===== config.mk =====
export PLATFORM = sky130hd
export DESIGN_NAME = uart_tx_scheduler
export DESIGN_NICKNAME = d
export VERILOG_FILES = /design/src/rtl/uart_tx_scheduler.sv
export SDC_FILE = /design/constraint.sdc
export NUM_CORES = 1
export LEC_CHECK = 0
export ABC_AREA = 1
export CAP_MARGIN = 5
export CORE_UTILIZATION = 47
export CTS_CLUSTER_DIAMETER = 150
export DETAILED_ROUTE_END_ITERATION = 8
export PLACE_DENSITY = 0.76
export SLEW_MARGIN = 20
export SYNTH_ARGS = -nofsm -noshare
export SYNTH_HDL_FRONTEND = slang
export SYNTH_SLANG_ARGS = --single-unit

===== constraint.sdc =====
create_clock -name UCLK -period 1.46 [get_ports UCLK]
set_input_delay 0.365 -clock UCLK [delete_from_list [all_inputs] [get_ports UCLK]]
set_output_delay 0.365 -clock UCLK [all_outputs]
set_load 0.01 [all_outputs]

===== src/rtl/uart_tx_scheduler.sv =====
// UART transmitter that pulls bytes from a first-word-fall-through TX FIFO and
// serialises them as start / 8 data (LSB first) / optional parity / 1-2 stop bits.
module uart_tx_scheduler #(
    parameter int DATA_WIDTH = 32
) (
    input  logic                  UCLK,
    input  logic                  reset,
    input  logic [3:0]            Cntrl,
    input  logic [19:0]           BaudDiv,
    input  logic                  Empty,
    input  logic [DATA_WIDTH-1:0] RData,
    output logic                  RInc,
    output logic                  TXD,
    output logic                  Busy,
    output logic                  FrameDone
);

    typedef enum logic [2:0] {
        IDLE,
        START,
        DATA,
        PARITY,
        STOP
    } state_t;

    state_t      state_q;
    logic [19:0] bitCnt_q;
    logic [19:0] bitCnt_d;
    logic [19:0] baud_q;
    logic [7:0]  shift_q;
    logic [2:0]  bitIdx_q;
    logic        parityEn_q;
    logic        parityBit_q;
    logic        twoStop_q;
    logic        stopSecond_q;
    logic        txd_q;
    logic        busy_q;
    logic        done_q;
    logic        bitTick;
    logic        unusedRData;

    // Only the low byte of the FIFO word goes on the line.
    assign unusedRData = ^RData[DATA_WIDTH-1:8];

    assign bitTick   = (bitCnt_q == baud_q);
    assign bitCnt_d  = bitCnt_q + 20'd1;
    assign RInc      = !reset && (state_q == IDLE) && Cntrl[0] && !Empty;
    assign TXD       = txd_q;
    assign Busy      = busy_q;
    assign FrameDone = done_q;

    always_ff @(posedge UCLK) begin
        if (reset) begin
            state_q      <= IDLE;
            bitCnt_q     <= '0;
            baud_q       <= '0;
            shift_q      <= '0;
            bitIdx_q     <= '0;
            parityEn_q   <= 1'b0;
            parityBit_q  <= 1'b0;
            twoStop_q    <= 1'b0;
            stopSecond_q <= 1'b0;
            txd_q        <= 1'b1;
            busy_q       <= 1'b0;
            done_q       <= 1'b0;
        end else begin
            done_q <= 1'b0;
            case (state_q)
                IDLE: begin
                    txd_q  <= 1'b1;
                    busy_q <= 1'b0;
                    // Frame settings are latched here and held until the frame ends.
                    if (RInc) begin
                        shift_q      <= RData[7:0];
                        baud_q       <= BaudDiv;
                        parityEn_q   <= Cntrl[1];
                        parityBit_q  <= (^RData[7:0]) ^ Cntrl[2];
                        twoStop_q    <= Cntrl[3];
                        stopSecond_q <= 1'b0;
                        bitIdx_q     <= '0;
                        bitCnt_q     <= '0;
                        txd_q        <= 1'b0;
                        busy_q       <= 1'b1;
                        state_q      <= START;
                    end
                end
                START: begin
                    if (bitTick) begin
                        bitCnt_q <= '0;
                        txd_q    <= shift_q[0];
                        state_q  <= DATA;
                    end else begin
                        bitCnt_q <= bitCnt_d;
                    end
                end
                DATA: begin
                    if (bitTick) begin
                        bitCnt_q <= '0;
                        if (bitIdx_q == 3'd7) begin
                            if (parityEn_q) begin
                                txd_q   <= parityBit_q;
                                state_q <= PARITY;
                            end else begin
                                txd_q   <= 1'b1;
                                state_q <= STOP;
                            end
                        end else begin
                            shift_q  <= {1'b0, shift_q[7:1]};
                            txd_q    <= shift_q[1];
                            bitIdx_q <= bitIdx_q + 3'd1;
                        end
                    end else begin
                        bitCnt_q <= bitCnt_d;
                    end
                end
                PARITY: begin
                    if (bitTick) begin
                        bitCnt_q <= '0;
                        txd_q    <= 1'b1;
                        state_q  <= STOP;
                    end else begin
                        bitCnt_q <= bitCnt_d;
                    end
                end
                STOP: begin
                    // A second stop bit restarts the bit counter without leaving STOP.
                    if (bitTick) begin
                        bitCnt_q <= '0;
                        if (twoStop_q && !stopSecond_q) begin
                            stopSecond_q <= 1'b1;
                        end else begin
                            txd_q   <= 1'b1;
                            busy_q  <= 1'b0;
                            done_q  <= 1'b1;
                            state_q <= IDLE;
                        end
                    end else begin
                        bitCnt_q <= bitCnt_d;
                    end
                end
                default: begin
                    txd_q   <= 1'b1;
                    busy_q  <= 1'b0;
                    state_q <= IDLE;
                end
            endcase
        end
    end

endmodule


==> insert_results.sql, run 1 <==
INSERT INTO impl_metrics (metric_group, metric, value, unit) VALUES
('clocking', 'max-clock-path-buffers', '2', ''),
('place', 'dp_cells', '697', ''),
('yosys', 'yosysUniqueCellTypes', '39', ''),
('yosys', 'synth_area_leaders', 'dfxtp_1, nand2_1, a21oi_1', ''),
('place', 'placement.cell_area', '4466', 'um2'),
('yosys', 'synth_commonest_cells', 'nand2_1, dfxtp_1, inv_1', ''),
('timing', 'hold_violations', '0', ''),
('final_layout', 'post_layout_nonfiller_instances', '721', ''),
('yosys', 'syn-cell-area', '3293', 'um2'),
('die', 'core', '6794', 'um2'),
('clocking', 'clock_sinks', '61', ''),
('timing', 'period_minus_slack', '1.837', 'ns'),
('final_layout', 'nets', '682', ''),
('status', 'outcome', 'complete, but fails checks', ''),
('worst_setup_path', 'criticalPathCategory', 'register to register', ''),
('final_layout', 'layout.cell_area.non_filler', '5045', 'um2'),
('min_path', 'worstHoldPathType', 'register to register', ''),
('die', 'die_width', '85.71', 'um'),
('yosys', 'synth_most_common_cell', 'nand2_1', ''),
('worst_setup_path', 'crit_required', '1.69', 'ns'),
('timing', 'final_critical_path_setup_slack', '-0.3765', 'ns'),
('timing', 'finClkSkew', '0.01317', 'ns'),
('grt', 'grt_antenna_before_repair', '0', ''),
('grt', 'global_route.usage.total', '25.74', '%'),
('grt', 'grt_start_max_net_pins', '26', ''),
('clocking', 'cts_max_level', '3', ''),
('grt', 'first_global_vias', '3501', ''),
('worst_setup_path', 'critical_path_startpoint_category', 'register', ''),
('timing', 'setup-violations-final', '39', ''),
('worst_setup_path', 'worst-path-max-fanout', '4', ''),
('route', 'drt_drc_violations_left', '0', ''),
('yosys', 'yosysSeqAreaShare', '37.08', '%'),
('yosys', 'yosys.area.top_type', 'dfxtp_1', ''),
('die', 'die-height', '85.71', 'um'),
('route', 'detail_route.vias_per_cell', '5.065', ''),
('route', 'drt_first_pass_iters', '4', ''),
('route', 'detail-route-antenna-nets', '0', ''),
('worst_setup_path', 'crit_path_cell_trace', 'xor2_1 -> nor2_2 -> nand2_1 -> nor2_4 -> nand3_4 -> nand2_4 -> buf_6 -> a21oi_2 -> nor3_1', ''),
('grt', 'overflow', '0', ''),
('timing', 'max_slew.worst_pin.slew', '0.3557', 'ns'),
('yosys', 'synth_top_area_share', '37.08', '%'),
('worst_setup_path', 'critical-path-slowest-cell', 'dfxtp_1', ''),
('final_layout', 'diodes', '0', ''),
('clocking', 'worst_setup_hold_path_clk_slew', '0.07', 'ns'),
('clocking', 'clock_insertion_delay_worst_skew', '0.35', 'ns'),
('die', 'die_ar', '7345', 'um2'),
('flow_run', 'drv_cap', '0', ''),
('timing', 'timing.max_slew.rel_slack', '76.10', '%'),
('power_and_ir_drop', 'cellLeakagePower', '2.169', 'nW'),
('worst_setup_path', 'critPathMaxStageDelay', '0.33', 'ns'),
('final_layout', 'areaGrowthSynthToFinish', '53.19', '%'),
('timing', 'timing.final.crit_share', '125.8', '%'),
('power_and_ir_drop', 'ir_worst_vdd', '1.327', 'mV'),
('timing', 'drv_slew', '0', ''),
('power_and_ir_drop', 'power_density', '1713', 'nW/um2'),
('route', 'route.vias.total', '3652', ''),
('die', 'top_level_ports', '63', ''),
('die', 'initial_utilization', '48.47', '%'),
('place', 'port_buffers', '38', ''),
('yosys', 'dominantRegCellSynth', 'dfxtp_1', ''),
('yosys', 'ys_seq_elements', '61', ''),
('clocking', 'cts-buffers-inserted', '9', ''),
('yosys', 'synth-edff-count', '0', ''),
('clocking', 'clk_root_buffer_cell', 'clkbuf_8', ''),
('yosys', 'yosys_warnings', '0', ''),
('timing', 'setup_repair_after_global_routing_missed_its_margin', 'yes', ''),
('final_layout', 'finalCoreUtilization', '74.25', '%'),
('grt', 'grt_first_pass_wirelength', '14950', 'um'),
('yosys', 'syn-instance-count', '485', ''),
('timing', 'achievable-frequency', '544.5', 'MHz'),
('route', 'route.detailed.wl_per_inst', '13.63', 'um'),
('die', 'num_rows', '30', ''),
('route', 'first_iter_violations', '192', ''),
('place', 'gp_routability_congestion', '0.9295', ''),
('status', 'violations', 'negative setup slack', ''),
('route', 'route.final.wire_length', '9828', 'um'),
('worst_setup_path', 'cp.arrival', '2.06', 'ns'),
('yosys', 'syn_nets', '547', ''),
('final_layout', 'final_layout_size_suffix_gt1_share', '35.20', '%'),
('worst_setup_path', 'endpoint_kind', 'register', ''),
('clocking', 'tritoncts', 'done', ''),
('yosys', 'synth_async_sr_flop_share', '0', '%'),
('yosys', 'postSynthAreaPerCell', '6.790', 'um2'),
('place', 'dp.final_hpwl', '6321', 'um');
==> placed cells by master, fill, tap and decap left out, drive strengths merged, types with 13 or more instances in the layout <==
cell type | synthesis | final
nor3 | 16 | 16
clkbuf | 9 | 13
buf | 6 | 101
nand3 | 19 | 19
clkdlybuf4s50 | 0 | 30
nand2 | 120 | 121
dfxtp | 61 | 61
inv | 68 | 67
a21oi | 51 | 51
nor2 | 52 | 52
o21ai | 41 | 41
==> metrics by stage <==
stage	worst slack, ns	setup TNS [ns]	hold WS (ns)	power (mW)
6_report	-0.3765	-7.541	0.4467	8.643
3_3_place_gp	-0.5752	-20.40	0.4316	5.536
3_5_place_dp	-0.6117	-24.11	0.4377	5.672
4_1_cts	-0.1894	-5.567	0.4487	7.909
5_1_grt	-0.4124	-11.30	0.4650	9.163
2_1_floorplan	-0.02207	-0.02207	0.4245	4.251
==> path summary, 6_finish.rpt <==
kind,start,slack (ns),cells past startpoint,end
setup / recovery,baud_q[9],-0.38,9,bitIdx_q[2]
hold / removal,shift_q[5],0.45,2,shift_q[5]
setup reg to reg,baud_q[9],-0.38,9,bitIdx_q[2]
hold reg to reg,shift_q[5],0.45,2,shift_q[5]
==> per-layer routing <==
layer,vias to the layer above,part of all wire (%),track usage (%)
met1,1662,38,27.73
met2,112,53,49.53
met4,0,3.9,7.424
li1,1834,-,-
met5,-,0,0
met3,44,5.1,6.256
==> worst max-delay path: cells and delay by family, from the launching register on <==
| family | cells | cell delay (ns) |
|---|---|---|
| AND/OR/NAND/NOR | 6 | 1.00 |
| flip-flops | 1 | 0.33 |
| XOR/XNOR | 1 | 0.17 |
| buffers and inverters | 1 | 0.14 |
| AO/OA/AOI/OAI | 1 | 0.06 |
==> final cells by class <==
type	count	area, um2
Multi-Input combinational cell	342	1988
Fill cell	495	1749
Sequential cell	61	1247
Timing Repair Buffer	138	1199
Inverter	68	264.0
Clock buffer	13	158.9
Tap cell	96	120.1
Clock inverter	3	67.56
==> flip-flops by register name, summed over array words and instances, names as in the netlist, 3 cells and up <==
signal and cells:
baud_q 20, bitCnt_q 20, shift_q 8, bitIdx_q 3, state_q 3
==> kinds of logic after synthesis <==
kind of cell | after synthesis | synth area share [%]
AND/OR/NAND/NOR | 224 | 31.95
AO/OA/AOI/OAI | 100 | 15.92
XOR/XNOR | 14 | 3.723
buffers and inverters | 83 | 10.18
flip-flops | 61 | 37.08
adder cells (fa/ha/maj) | 3 | 1.140
==> what timing repair did <==
item / 4_1_cts / 5_1_grt
hold buffers: 0 / 0
resized for setup: 56 / 47
endpoints found under the hold margin: 0 / 0
endpoints found under the setup margin: 43 / 57
cloned: 1 / 0
pin swaps: 15 / 23
buffers inserted: 4 / 3
==> power by group <==
part           internal (mW)  switching, mW  leakage [nW]
combinational           2.07           2.75          1.56
sequential              1.93          0.176         0.504
clock                   1.06          0.662         0.110
total                   5.06           3.59          2.17
Note: power is estimated with default switching activity, not from simulation.
==> run 2: changes to the inputs <==
PLACE_DENSITY = 0.78   (was 0.76)
==> run 2 against run 1 <==
The run still ends with negative setup slack left. Non-clock buffer count is 12 higher. Power increased by 10%. Cell count up 1.8%. Fmax shrank 2.7%. Via count up 8.9%. Register-to-register slack lost 0.05 ns.
==> insert_results.sql, run 2 (synthesis gave the netlist of run 1 again) <==
INSERT INTO impl_metrics (metric_group, metric, value, unit) VALUES
('grt', 'overflow', '0', ''),
('route', 'drt_first_pass_iters', '5', ''),
('route', 'drt_drc_violations_left', '0', ''),
('clocking', 'cts-buffers-inserted', '9', ''),
('timing', 'timing.max_slew.rel_slack', '68.20', '%'),
('flow_run', 'drv_cap', '0', ''),
('grt', 'grt_antenna_before_repair', '0', ''),
('final_layout', 'final_layout_size_suffix_gt1_share', '42.32', '%'),
('place', 'port_buffers', '38', ''),
('timing', 'drv_slew', '0', ''),
('power_and_ir_drop', 'total_switching_power', '4.073', 'mW'),
('power_and_ir_drop', 'pwr-share-clk', '18.4', '%'),
('worst_setup_path', 'endpoint_kind', 'register', ''),
('clocking', 'tritoncts', 'done', ''),
('final_layout', 'reg_top3', 'baud_q: 20 flops, bitCnt_q: 20 flops, shift_q: 8 flops', ''),
('route', 'route.vias.total', '3978', ''),
('clocking', 'worst_setup_hold_path_clk_slew', '0.08', 'ns'),
('power_and_ir_drop', 'switching_fraction', '42.68', '%'),
('worst_setup_path', 'worst-path-max-fanout', '6', ''),
('worst_setup_path', 'cp.arrival', '2.10', 'ns'),
('place', 'gp_routability_congestion', '0.9016', ''),
('power_and_ir_drop', 'cellLeakagePower', '2.292', 'nW'),
('worst_setup_path', 'reg2reg_setup_slack', '-0.43', 'ns'),
('final_layout', 'nets', '695', ''),
('die', 'core', '6794', 'um2'),
('power_and_ir_drop', 'finalPower', '9.543', 'mW'),
('final_layout', 'post_layout_nonfiller_instances', '734', ''),
('timing', 'hold_violations', '0', ''),
('place', 'dp.final_hpwl', '6257', 'um'),
('timing', 'final_critical_path_setup_slack', '-0.4266', 'ns'),
('route', 'detail-route-antenna-nets', '0', ''),
('final_layout', 'filler_cell_count', '399', ''),
('timing', 'finClkSkew', '0.01264', 'ns'),
('timing', 'period_minus_slack', '1.887', 'ns'),
('grt', 'first_global_vias', '3516', ''),
('power_and_ir_drop', 'ir_worst_vdd', '1.386', 'mV'),
('worst_setup_path', 'criticalPathCategory', 'register to register', ''),
('status', 'violations', 'negative setup slack', ''),
('die', 'top_level_ports', '63', ''),
('route', 'route.detailed.wl_per_inst', '16.25', 'um'),
('timing', 'setup_repair_after_global_routing_missed_its_margin', 'yes', ''),
('grt', 'global_route.usage.total', '26.96', '%'),
('die', 'die_ar', '7345', 'um2'),
('worst_setup_path', 'critical_path_startpoint_category', 'register', ''),
('place', 'dp_cells', '700', ''),
('timing', 'achievable-frequency', '530.1', 'MHz'),
('power_and_ir_drop', 'power_density', '1757', 'nW/um2'),
('final_layout', 'multi_input_combinational_cell_area', '2185', 'um2'),
('die', 'num_rows', '30', ''),
('grt', 'grt_start_max_net_pins', '26', ''),
('timing', 'setup-violations-final', '56', ''),
('worst_setup_path', 'crit_required', '1.67', 'ns'),
('power_and_ir_drop', 'internal_power', '5.470', 'mW'),
('final_layout', 'diodes', '0', ''),
('route', 'first_iter_violations', '295', ''),
('grt', 'grt_first_pass_wirelength', '15430', 'um'),
('die', 'die_width', '85.71', 'um'),
('power_and_ir_drop', 'sequentialPowerShare', '22.3', '%'),
('final_layout', 'seq_area', '1246', 'um2'),
('clocking', 'clock_insertion_delay_worst_skew', '0.35', 'ns'),
('final_layout', 'layout_commonest_cell', 'nand2_1', ''),
('place', 'dp_slack', '-0.6037', 'ns'),
('clocking', 'max-clock-path-buffers', '2', ''),
('status', 'outcome', 'complete, but fails checks', ''),
('clocking', 'clock_sinks', '61', ''),
('power_and_ir_drop', 'comb_power_share', '59.4', '%'),
('route', 'route.final.wire_length', '11930', 'um'),
('final_layout', 'layout_common_cells', 'nand2_1, buf_4, inv_1', ''),
('route', 'detail_route.vias_per_cell', '5.420', ''),
('final_layout', 'areaGrowthSynthToFinish', '64.97', '%'),
('timing', 'max_slew.worst_pin.slew', '0.4752', 'ns'),
('clocking', 'cts_hold_buffers', '0', ''),
('clocking', 'clk_root_buffer_cell', 'clkbuf_8', ''),
('timing', 'timing.final.crit_share', '129.2', '%'),
('clocking', 'cts_max_level', '3', ''),
('die', 'die-height', '85.71', 'um'),
('die', 'initial_utilization', '48.47', '%'),
('min_path', 'worstHoldPathType', 'register to register', '');
[run 2: power by group through the flow]
stage	Clock, mW	Sequential [mW]	Combinational (mW)
after floorplan	0	2.09	2.16
after global placement	0	2.09	3.56
after detailed placement	0	2.11	3.65
after CTS	1.73	2.08	4.14
after global routing	1.83	2.15	5.99
final	1.75	2.13	5.66
[run 2: cell type report]
type,count,share of cell area [%]
Tap cell,96,2.211
Inverter,68,4.929
Timing Repair Buffer,150,25.56
Clock buffer,12,2.856
Clock inverter,4,1.290
Multi-Input combinational cell,343,40.21
Sequential cell,61,22.94
[run 2: repair_timing]
| item | CTS | global route |
|---|---|---|
| setup buffers | 3 | 12 |
| endpoints found under the setup margin | 59 | 54 |
| gates resized for setup | 65 | 110 |
| cloned | 1 | 3 |
| pin swaps | 22 | 33 |
[run 2: layer usage]
layer / part of all wire, % / track usage, %
met4: 6.9 / 13.18
met1: 37 / 30.03
met5: 0 / 0
met3: 5.5 / 5.101
met2: 50 / 49.16
[run 2: worst paths after layout]
path,from,endpoint,cells past startpoint
hold / removal,shift_q[5],shift_q[5],2
hold reg to reg,shift_q[5],shift_q[5],2
setup reg to reg,baud_q[9],TXD,9
setup / recovery,baud_q[9],TXD,9
[run 2: worst max-delay path: stages (launching register included)]
cell and delay [ns]:
dfxtp_2 0.36, xor2_2 0.19, nor2_4 0.15, nand2_2 0.08, nor2_4 0.16, nand3_4 0.18, nand2_4 0.15, clkinvlp_4 0.18
o21ai_2 0.17, nand3_1 0.11
[run 2: through the flow]
step	TNS (ns)	util, %	hold slack [ns]	instance area (um2)
global placement	-22.57	66.06	0.4310	4488
finish	-12.77	79.96	0.4467	5433
CTS	-5.247	71.75	0.4498	4875
floorplan	-0.02207	-	0.4245	3328
global route	-17.50	79.96	0.4764	5433
detailed placement	-25.36	66.06	0.4407	4488
==> run 3: changes to the inputs <==
CORE_UTILIZATION = 55   (was 47)
DONT_BUFFER_PORTS = 1   (was default)
PLACE_DENSITY = 0.75   (was 0.78)
==> run 3 against run 2 <==
The flow finishes with violations (design-rule violations, negative setup slack). Clock-buffer cell count rose by 1. Fmax shrank 9.6%. Clock skew decreased by 0.0027 ns. Register-to-register slack got worse by 0.20 ns. Setup slack got worse by 0.20 ns. Die area decreased by 14%. Worst hold slack lost 0.39 ns. Critical path depth grew 3. Power grew 8.1%. Critical path type unchanged. Highest routed layer unchanged.
==> insert_results.sql, run 3 (synthesis gave the netlist of run 1 again) <==
INSERT INTO impl_metrics (metric_group, metric, value, unit) VALUES
('timing', 'max_slew.worst_pin.slew', '0.5045', 'ns'),
('flow_run', 'drv_cap', '0', ''),
('timing', 'final_critical_path_setup_slack', '-0.6260', 'ns'),
('min_path', 'worstHoldPathType', 'input pin to register', ''),
('worst_setup_path', 'criticalPathCategory', 'register to register', ''),
('die', 'die_width', '79.38', 'um'),
('power_and_ir_drop', 'sequentialPowerShare', '21.2', '%'),
('die', 'core', '5642', 'um2'),
('route', 'first_iter_violations', '421', ''),
('worst_setup_path', 'cp.arrival', '2.33', 'ns'),
('die', 'die_ar', '6301', 'um2'),
('place', 'placement.cell_area', '4028', 'um2'),
('timing', 'finClkSkew', '0.009960', 'ns'),
('clocking', 'max-clock-path-buffers', '2', ''),
('worst_setup_path', 'terminus_of_the_critical_flop_to_flop_path', 'shift_q[3]', ''),
('final_layout', 'reg_top3', 'baud_q: 20 flops, bitCnt_q: 20 flops, shift_q: 8 flops', ''),
('final_layout', 'layout_commonest_cell', 'buf_4', ''),
('worst_setup_path', 'endpoint_kind', 'register', ''),
('grt', 'global_route.usage.total', '35.24', '%'),
('die', 'num_rows', '27', ''),
('final_layout', 'nets', '656', ''),
('clocking', 'cts_hold_buffers', '0', ''),
('power_and_ir_drop', 'pwr-share-clk', '18.3', '%'),
('timing', 'period_minus_slack', '2.086', 'ns'),
('final_layout', 'areaGrowthSynthToFinish', '54.94', '%'),
('clocking', 'clock_insertion_delay_worst_skew', '0.37', 'ns'),
('worst_setup_path', 'path_common_cell', 'nand2_1', ''),
('die', 'top_level_ports', '63', ''),
('timing', 'setup-violations-final', '41', ''),
('grt', 'grt_first_pass_wirelength', '16940', 'um'),
('clocking', 'cts-buffers-inserted', '9', ''),
('final_layout', 'final_layout_size_suffix_gt1_share', '48.41', '%'),
('clocking', 'clk_root_buffer_cell', 'clkbuf_8', ''),
('worst_setup_path', 'critical_path_startpoint_category', 'register', ''),
('grt', 'first_global_vias', '3698', ''),
('status', 'outcome', 'complete, but fails checks', ''),
('worst_setup_path', 'critical_path.endpoint', 'shift_q[3]', ''),
('timing', 'timing.final.crit_share', '142.9', '%'),
('worst_setup_path', 'reg2reg_setup_slack', '-0.63', 'ns'),
('timing', 'hold_violations', '0', ''),
('power_and_ir_drop', 'switching_fraction', '45.08', '%'),
('min_path', 'min-delay-start', 'reset', ''),
('final_layout', 'finalCoreUtilization', '90.44', '%'),
('worst_setup_path', 'critPathMaxStageDelay', '0.39', 'ns'),
('timing', 'setup_repair_after_global_routing_missed_its_margin', 'yes', ''),
('route', 'route.final.wire_length', '14110', 'um'),
('timing', 'timing.max_slew.rel_slack', '66.11', '%'),
('power_and_ir_drop', 'ir_worst_vdd', '2.336', 'mV'),
('final_layout', 'layout_common_cells', 'buf_4, nand2_1, inv_1', ''),
('grt', 'overflow', '0', ''),
('die', 'die-height', '79.38', 'um'),
('power_and_ir_drop', 'comb_power_share', '60.5', '%'),
('place', 'dp.final_hpwl', '5914', 'um'),
('worst_setup_path', 'critical-path-slowest-cell', 'dfxtp_2', ''),
('status', 'violations', 'design-rule violations, negative setup slack', ''),
('route', 'drt_first_pass_iters', '9', ''),
('timing', 'hold_slack', '0.05337', 'ns'),
('clocking', 'clock_sinks', '61', ''),
('power_and_ir_drop', 'cellLeakagePower', '2.168', 'nW'),
('power_and_ir_drop', 'power_density', '2022', 'nW/um2'),
('clocking', 'cts_max_level', '3', ''),
('worst_setup_path', 'r2r_start', 'bitCnt_q[0]', ''),
('power_and_ir_drop', 'internal_power', '5.667', 'mW'),
('final_layout', 'layout.cell_area.non_filler', '5102', 'um2'),
('grt', 'grt_start_max_net_pins', '24', ''),
('route', 'drt_drc_violations_left', '1', ''),
('route', 'route.vias.total', '4224', ''),
('worst_setup_path', 'worst-path-max-fanout', '9', ''),
('route', 'route.detailed.wl_per_inst', '21.03', 'um'),
('place', 'gp_routability_congestion', '0.8921', ''),
('final_layout', 'diodes', '0', ''),
('timing', 'drv_slew', '0', ''),
('timing', 'achievable-frequency', '479.4', 'MHz'),
('worst_setup_path', 'crit_path_cell_trace', 'inv_2 -> nand2_1 -> nand2_1 -> nor2_1 -> nand2_1 -> nor2_2 -> nand3_4 -> buf_12 -> nand2_8 -> nand2_8 -> o21ai_1 -> a21oi_1', ''),
('grt', 'grt_antenna_before_repair', '0', ''),
('final_layout', 'filler_cell_count', '221', ''),
('route', 'detail-route-antenna-nets', '0', ''),
('worst_setup_path', 'r2r_cells', '12', ''),
('power_and_ir_drop', 'finalPower', '10.32', 'mW'),
('die', 'initial_utilization', '58.37', '%'),
('route', 'detail_route.vias_per_cell', '6.295', ''),
('place', 'port_buffers', '0', ''),
('worst_setup_path', 'crit_required', '1.71', 'ns'),
('clocking', 'tritoncts', 'done', ''),
('timing', 'totalNegativeSetupSlack', '-18.85', 'ns'),
('clocking', 'worst_setup_hold_path_clk_slew', '0.08', 'ns'),
('worst_setup_path', 'startpoint', 'bitCnt_q[0]', ''),
('power_and_ir_drop', 'total_switching_power', '4.651', 'mW');
-- run 3: cell types whose count changed in the layout (fill, tap and decap cells not counted), sizes merged --
cell | before | now
dlymetal6s2s | 1 | 0
clkbuf | 14 | 13
inv | 66 | 67
clkinvlp | 2 | 1
clkinv | 2 | 1
clkdlybuf4s50 | 30 | 0
dlygate4sd2 | 6 | 0
buf | 111 | 112
nand2 | 122 | 121
-- run 3: cell type report --
type	instances	area, um2	share of cell area [%]
flip-flops and latches	61	1255	24.60
inverters	68	276.5	5.419
repair buffers	112	938.4	18.39
clock buffers	13	178.9	3.507
well taps	72	90.09	1.766
multi-input cells	342	2298	45.05
clock inverters	3	65.06	1.275
-- run 3: power by group through the flow --
stage / clock network (mW) / registers [mW] / logic, mW
after floorplan: 0 / 2.09 / 2.16
after global placement: 0 / 2.11 / 3.32
after detailed placement: 0 / 2.13 / 3.42
after CTS: 1.83 / 2.12 / 4.50
after global routing: 1.95 / 2.19 / 6.41
final: 1.89 / 2.18 / 6.24
-- run 3: how the worst min path moves through the flow --
| stage | cells past startpoint | slack [ns] | endpoint |
|---|---|---|---|
| 3_3_place_gp | 1 | 0.43 | bitCnt_q[17] |
| 5_1_grt | 1 | 0.04 | bitCnt_q[1] |
| 6_report | 1 | 0.05 | bitCnt_q[1] |
| 4_1_cts | 1 | 0.07 | bitIdx_q[0] |
| 3_5_place_dp | 1 | 0.43 | bitCnt_q[17] |
| 2_1_floorplan | 2 | 0.42 | shift_q[2] |
-- run 3: critical path: cells and delay by family, from the launching register on --
family | cells | cell delay (ns)
flip-flops | 1 | 0.39
AO/OA/AOI/OAI | 2 | 0.29
buffers and inverters | 2 | 0.27
AND/OR/NAND/NOR | 8 | 1.00
-- run 3: what timing repair did --
| action | 4_1_cts | 5_1_grt |
|---|---|---|
| setup buffers | 15 | 8 |
| resized for setup | 98 | 87 |
| gates cloned | 1 | 0 |
| pin swaps | 42 | 42 |
| setup endpoints to repair | 38 | 44 |
-- run 3: stage by stage --
| step | instances | setup slack, ns |
|---|---|---|
| 2_1_floorplan | 485 | -0.02207 |
| 3_3_place_gp | 633 | -0.1831 |
| 3_5_place_dp | 633 | -0.2602 |
| 4_1_cts | 665 | -0.2110 |
| 5_1_grt | 671 | -0.6468 |
| 6_report | 671 | -0.6260 |
-- run 3: routing by layer --
metal | GRT usage (%) | vias up | part of all wire [%] | wire length [um]
met5 | 0 | - | 0 | 0
li1 | - | 1790 | - | -
met2 | 63.28 | 382 | 48 | 6779
met1 | 38.28 | 1929 | 35 | 4984
met4 | 20.73 | 0 | 7.0 | 993
met3 | 6.743 | 123 | 9.6 | 1350
